===== src/rtl/vga_fb_scanout.sv =====
// vga_fb_scanout: scan-out stage between a synchronous-read framebuffer RAM and the VGA pins.
//
// Generates 640x480@60 timing from the system clock using a pixel-clock-enable divider. It
// fetches one framebuffer word per screen pixel, replicating each framebuffer pixel SCALE times
// in both axes. It registers RGB and both syncs on the slot tick, so every pin lags its counter
// slot by exactly one slot.
//
// Ports:
//   clock        system clock
//   reset        asynchronous, active-high reset
//   ram_rd_en    one-clock read strobe, in the div == 0 clock of each active slot
//   ram_addr     framebuffer read address (holds its last value between strobes)
//   ram_data     pixel {R,G,B}, valid RD_LAT clocks after ram_rd_en
//   red/green/blue  VGA colour, forced to 0 during blanking
//   hsync/vsync  active-low syncs
//   frame_start  one-clock pulse when pixel (0,0) reaches the pins

module vga_fb_scanout #(
    parameter int unsigned H_ACTIVE = 640,
    parameter int unsigned H_FP     = 16,
    parameter int unsigned H_SYNC   = 96,
    parameter int unsigned H_BP     = 48,
    parameter int unsigned V_ACTIVE = 480,
    parameter int unsigned V_FP     = 10,
    parameter int unsigned V_SYNC   = 2,
    parameter int unsigned V_BP     = 33,
    parameter int unsigned PIX_DIV  = 4,
    parameter int unsigned SCALE    = 4,
    parameter int unsigned FB_W     = 160,
    parameter int unsigned ADDR_W   = 15,
    parameter int unsigned RD_LAT   = 1
) (
    input  logic              clock,
    input  logic              reset,
    output logic              ram_rd_en,
    output logic [ADDR_W-1:0] ram_addr,
    input  logic [11:0]       ram_data,
    output logic [3:0]        red,
    output logic [3:0]        green,
    output logic [3:0]        blue,
    output logic              hsync,
    output logic              vsync,
    output logic              frame_start
);

    localparam int unsigned H_TOTAL = H_ACTIVE + H_FP + H_SYNC + H_BP;
    localparam int unsigned V_TOTAL = V_ACTIVE + V_FP + V_SYNC + V_BP;
    localparam int unsigned DW      = $clog2(PIX_DIV);
    localparam int unsigned HW      = $clog2(H_TOTAL);
    localparam int unsigned VW      = $clog2(V_TOTAL);
    localparam int unsigned FXW     = (FB_W > 1) ? $clog2(FB_W) : 1;
    localparam int unsigned SW      = (SCALE > 1) ? $clog2(SCALE) : 1;

    logic [DW-1:0]     div_q, div_d;
    logic [HW-1:0]     hc_q, hc_d;
    logic [VW-1:0]     vc_q, vc_d;
    logic [FXW-1:0]    fx_q, fx_d;
    logic [SW-1:0]     sx_q, sx_d;
    logic [SW-1:0]     sy_q, sy_d;
    logic [ADDR_W-1:0] row_base_q, row_base_d;
    logic [ADDR_W-1:0] addr_q;
    logic [11:0]       pix_q;
    logic [11:0]       pix_now;
    logic [11:0]       rgb_q;
    logic              hsync_q, vsync_q, frame_start_q;

    logic tick, active, capture, hc_end, vc_end, line_end, in_hsync, in_vsync;

    always_comb begin
        tick     = (div_q == DW'(PIX_DIV - 1));
        capture  = (div_q == DW'(RD_LAT));
        active   = (hc_q < HW'(H_ACTIVE)) && (vc_q < VW'(V_ACTIVE));
        hc_end   = (hc_q == HW'(H_TOTAL - 1));
        vc_end   = (vc_q == VW'(V_TOTAL - 1));
        line_end = (hc_q == HW'(H_ACTIVE - 1));
        in_hsync = (hc_q >= HW'(H_ACTIVE + H_FP)) && (hc_q < HW'(H_ACTIVE + H_FP + H_SYNC));
        in_vsync = (vc_q >= VW'(V_ACTIVE + V_FP)) && (vc_q < VW'(V_ACTIVE + V_FP + V_SYNC));

        // With RD_LAT == PIX_DIV-1 the data lands on the tick edge itself, so bypass pix_q.
        pix_now  = capture ? ram_data : pix_q;

        div_d      = tick ? '0 : div_q + DW'(1);
        hc_d       = hc_q;
        vc_d       = vc_q;
        fx_d       = fx_q;
        sx_d       = sx_q;
        sy_d       = sy_q;
        row_base_d = row_base_q;

        if (tick) begin
            hc_d = hc_end ? '0 : hc_q + HW'(1);
            if (hc_end) begin
                vc_d = vc_end ? '0 : vc_q + VW'(1);
            end

            if (active) begin
                if (line_end) begin
                    fx_d = '0;
                    sx_d = '0;
                end else if (sx_q == SW'(SCALE - 1)) begin
                    sx_d = '0;
                    fx_d = fx_q + FXW'(1);
                end else begin
                    sx_d = sx_q + SW'(1);
                end
            end

            // Row base advances by one framebuffer row every SCALE screen lines.
            if (hc_end && (vc_q < VW'(V_ACTIVE))) begin
                if (sy_q == SW'(SCALE - 1)) begin
                    sy_d       = '0;
                    row_base_d = row_base_q + ADDR_W'(FB_W);
                end else begin
                    sy_d = sy_q + SW'(1);
                end
            end

            if (hc_end && vc_end) begin
                row_base_d = '0;
                sy_d       = '0;
            end
        end
    end

    // Strobe is combinational so the first read goes out in the very first clock after reset;
    // gating with reset keeps it low while the counters sit at (0,0).
    assign ram_rd_en = !reset && (div_q == '0) && active;
    assign ram_addr  = ram_rd_en ? (row_base_q + ADDR_W'(fx_q)) : addr_q;

    always_ff @(posedge clock or posedge reset) begin
        if (reset) begin
            div_q         <= '0;
            hc_q          <= '0;
            vc_q          <= '0;
            fx_q          <= '0;
            sx_q          <= '0;
            sy_q          <= '0;
            row_base_q    <= '0;
            addr_q        <= '0;
            pix_q         <= '0;
            rgb_q         <= '0;
            hsync_q       <= 1'b1;
            vsync_q       <= 1'b1;
            frame_start_q <= 1'b0;
        end else begin
            div_q         <= div_d;
            hc_q          <= hc_d;
            vc_q          <= vc_d;
            fx_q          <= fx_d;
            sx_q          <= sx_d;
            sy_q          <= sy_d;
            row_base_q    <= row_base_d;
            addr_q        <= ram_addr;
            frame_start_q <= tick && (hc_q == '0) && (vc_q == '0);
            if (capture) begin
                pix_q <= ram_data;
            end
            if (tick) begin
                rgb_q   <= active ? pix_now : 12'h000;
                hsync_q <= !in_hsync;
                vsync_q <= !in_vsync;
            end
        end
    end

    assign red         = rgb_q[11:8];
    assign green       = rgb_q[7:4];
    assign blue        = rgb_q[3:0];
    assign hsync       = hsync_q;
    assign vsync       = vsync_q;
    assign frame_start = frame_start_q;

endmodule


===== config.mk =====
export PLATFORM = sky130hd
export DESIGN_NAME = vga_fb_scanout
export DESIGN_NICKNAME = d
export VERILOG_FILES = /design/src/rtl/vga_fb_scanout.sv
export SDC_FILE = /design/constraint.sdc
export NUM_CORES = 1
export LEC_CHECK = 0
export BUFFER_PORTS_ARGS = -buffer_cell sky130_fd_sc_hd__buf_2
export CAP_MARGIN = 20
export CORE_MARGIN = 2
export CORE_UTILIZATION = 37
export DETAILED_ROUTE_END_ITERATION = 6
export MAX_ROUTING_LAYER = met4
export PLACE_DENSITY_LB_ADDON = 0.2
export SLEW_MARGIN = 15
export SYNTH_ARGS = -nofsm -noshare
export SYNTH_HDL_FRONTEND = slang
export SYNTH_SLANG_ARGS = --single-unit

===== constraint.sdc =====
create_clock -name clock -period 4.6 [get_ports clock]
set_input_delay 0.23 -clock clock [delete_from_list [all_inputs] [get_ports clock]]
set_output_delay 0.23 -clock clock [all_outputs]
set_load 0.05 [all_outputs]

==> results.sh <==
export IMPL_max_freq_mhz=316
export IMPL_fin_crit_sh_pct=68.8
export IMPL_rsz0062_at_grt="false"
export IMPL_slew_headroom_pct=42.0
export IMPL_synth_edf_count=0
export IMPL_first_iter_violations=182
export IMPL_vias=3176
export IMPL_synth_seq_area_share_pct=50.5
export IMPL_regToRegEndpoint="fx_q[6]$_DFFE_PP0P_"
export IMPL_initial_core_util_pct=37.7
export IMPL_min_path_cells=2
export IMPL_drive_gt1_share_pct=18.8
export IMPL_worst_setup_path_type="reg2out"
export IMPL_vdd_drop_max_mv=0.222
export IMPL_p_total_uw=1520
export IMPL_area_delta_synth_final_pct=15.0
export IMPL_arrival_ns=2.94
export IMPL_hold_viol=0
export IMPL_gp_congestion=0.742
export IMPL_core_um2=11300
export IMPL_synth_seq_cells=86
export IMPL_syn_nets=447
export IMPL_tightest_slew_ns=0.868
export IMPL_crit_path_start_kind="flop"
export IMPL_async_flop_share_pct=100
export IMPL_maxCapViolations=0
export IMPL_die_x_um=111
export IMPL_endpoint_kind="output pin"
export IMPL_worstPathMaxFanout=27
export IMPL_hpwlAfterDp_um=5770
export IMPL_synth_cell_area_um2=4270
export IMPL_cts_tree="built"
export IMPL_utilization_pct=43.3
export IMPL_slew_violations=0
export IMPL_drt_first_pass_iters=4
export IMPL_diodes=0
export IMPL_die_h_um=111
export IMPL_most_common_layout_cells="dfrtp_1, nand2_1, o21ai_0, buf_2, ha_1"
export IMPL_grt_start_max_net_pins=56
export IMPL_min_period_ns=3.17
export IMPL_reg2reg_depth=4
export IMPL_antenna_found_initial=0
export IMPL_finClkSkew_ns=0.00663
export IMPL_drc=0
export IMPL_min_from="ram_data[10]"
export IMPL_rows=39
export IMPL_clockBufferDepth=2
export IMPL_path_clk_slew_ns=0.06
export IMPL_r2r_start="vc_q[8]$_DFFE_PP0P_"
export IMPL_worstPathRequired_ns=4.37
export IMPL_reg2reg_slack_ns=1.98
export IMPL_power_density_nw_per_um2=309
export IMPL_ys_flop_type="dfrtp_1"
export IMPL_final_setup_tns_ns=0
export IMPL_avgSynthCellArea_um2=10.2
export IMPL_cts_sinks=86
export IMPL_fin_nets=488
export IMPL_cts_buffers=9
export IMPL_die_area_um2=12400
export IMPL_grt_pass1_vias=3191
export IMPL_io_buffers=44
export IMPL_ioPinCount=45
export IMPL_clk_latency_ns=0.34
export IMPL_final_common_cell="dfrtp_1"
export IMPL_hp_class="in2reg"
export IMPL_fillers=1096
export IMPL_finalSetupViolations=0
export IMPL_postCtsResizedCells=0
export IMPL_routed_via_density=5.24
export IMPL_syn_inst=417
export IMPL_status="completed"
export IMPL_leakagePower_uw=0.00225
export IMPL_grt_pass1_wl_um=15200
export IMPL_cts_max_level=3
export IMPL_detail_route_antenna_nets=0
export IMPL_ys_warn_count=0
export IMPL_holdPathEnd="pix_q[10]$_DFF_PP0_"
export IMPL_cts_root_buf="clkbuf_16"
export IMPL_grtUsageTotal_pct=15.4
export IMPL_detail_route_wl_per_cell_um=14.3
export IMPL_globalRoute_totalOverflow=0
export IMPL_ys_types=55
export IMPL_wl_um=8690
==> stage by stage <==
stage                     setup WS, ns  hold WS (ns)  cells  instance area (um^2)
after floorplan                  0.218         0.398    417                  4270
after global placement            1.77         0.304    588                  4610
after detailed placement          1.80         0.302    588                  4610
after CTS                         1.42         0.125    605                  4890
after global routing              1.23         0.139    606                  4900
final                             1.43         0.139    606                  4900
==> where the power goes <==
group	switching, uW	internal [uW]
sequential	4.23	769
clock	289	378
combinational	53.6	21.5
total	347	1170
==> kinds of logic (layout without fill, tap and decap cells) <==
kind of cell / count (synthesis) / in the layout / synth area share (%)
and+or+nand+nor: 146 / 146 / 17.9
muxes: 13 / 13 / 3.40
AOI/OAI and AO/OA: 103 / 103 / 16.3
xor gates and xnor gates: 19 / 19 / 3.90
adders and majority gates: 16 / 16 / 4.69
buffers and inverters: 33 / 79 / 3.17
DFF: 86 / 86 / 50.5
other: 1 / 1 / 0.0879
==> flip-flops by register name, summed over array words and instances (netlist names) <==
register / cells
row_base_q: 10
frame_start: 1
sy_q: 2
vsync: 1
sx_q: 2
fx_q: 8
hc_q: 10
div_q: 2
vc_q: 10
addr_q: 15
hsync: 1
rgb_q: 12
pix_q: 12
==> layer usage <==
layer	vias up	GRT usage (%)	share of wire [%]
met5	-	-	0
met4	0	4.86	1.5
met3	14	3.92	3.5
met2	47	23.8	45
met1	1525	20.0	50
li1	1590	-	-
==> cells in the mapped netlist, types with 2 or more instances <==
| master | n | area share (%) |
|---|---|---|
| o21ai_0 | 46 | 5.4 |
| nor2b_1 | 14 | 2.1 |
| nand2_1 | 61 | 5.4 |
| a31oi_1 | 3 | 0.44 |
| a32o_1 | 2 | 0.47 |
| mux2_2 | 12 | 3.2 |
| buf_2 | 3 | 0.35 |
| nor2_1 | 15 | 1.3 |
| o21ai_2 | 2 | 0.41 |
| nor4b_1 | 2 | 0.41 |
| o31ai_1 | 6 | 1.1 |
| o22ai_1 | 2 | 0.29 |
| o211ai_1 | 2 | 0.35 |
| dfrtp_1 | 84 | 49 |
| clkbuf_1 | 15 | 1.3 |
| o21bai_1 | 3 | 0.53 |
| nor4_1 | 2 | 0.29 |
| nand4_1 | 11 | 1.6 |
| xor2_1 | 8 | 1.6 |
| o41ai_1 | 3 | 0.62 |
| nor3_1 | 4 | 0.47 |
| and4_1 | 4 | 0.82 |
| buf_1 | 2 | 0.18 |
| ha_1 | 16 | 4.7 |
| inv_1 | 12 | 1.1 |
| dfstp_2 | 2 | 1.2 |
| a41o_1 | 12 | 2.8 |
| a41oi_1 | 2 | 0.41 |
| a22o_1 | 6 | 1.2 |
| nand3_1 | 13 | 1.5 |
| a21oi_1 | 7 | 0.82 |
| and3_1 | 7 | 1.0 |
| o21a_1 | 2 | 0.35 |
| xnor2_1 | 11 | 2.3 |
==> timing repair <==
item	in CTS	in global routing
endpoints found under the hold margin	30	0
buffers inserted	0	0
hold buffers	1	0
==> critical path, cell delays in order, from the launching register on <==
cell and delay (ns):
dfrtp_1 0.44, a41oi_2 0.75, nand4_1 0.24, buf_4 0.28
or4_1 0.51, nand3_1 0.11, buf_2 0.27
==> area by class of cell <==
cell class | count | area, um^2 | area share (%)
Multi-Input combinational cell | 298 | 1980 | 40.3
Sequential cell | 86 | 2150 | 43.9
Inverter | 12 | 46.3 | 0.944
Clock buffer | 12 | 246 | 5.03
Tap cell | 143 | 179 | 3.65
Timing Repair Buffer | 51 | 279 | 5.69
Clock inverter | 4 | 22.5 | 0.459
==> worst max path at each step <==
stage	slack, ns	to	cells past startpoint	start
finish	1.43	ram_addr[14]	6	vc_q[8]$_DFFE_PP0P_
detailed placement	1.80	ram_addr[14]	6	vc_q[8]$_DFFE_PP0P_
global route	1.23	ram_addr[14]	6	vc_q[8]$_DFFE_PP0P_
floorplan	0.22	addr_q[9]$_DFF_PP0_	4	reset
global placement	1.77	ram_addr[14]	6	vc_q[8]$_DFFE_PP0P_
CTS	1.42	ram_addr[14]	6	vc_q[8]$_DFFE_PP0P_
No activity file was read; power rests on OpenSTA's default activity.
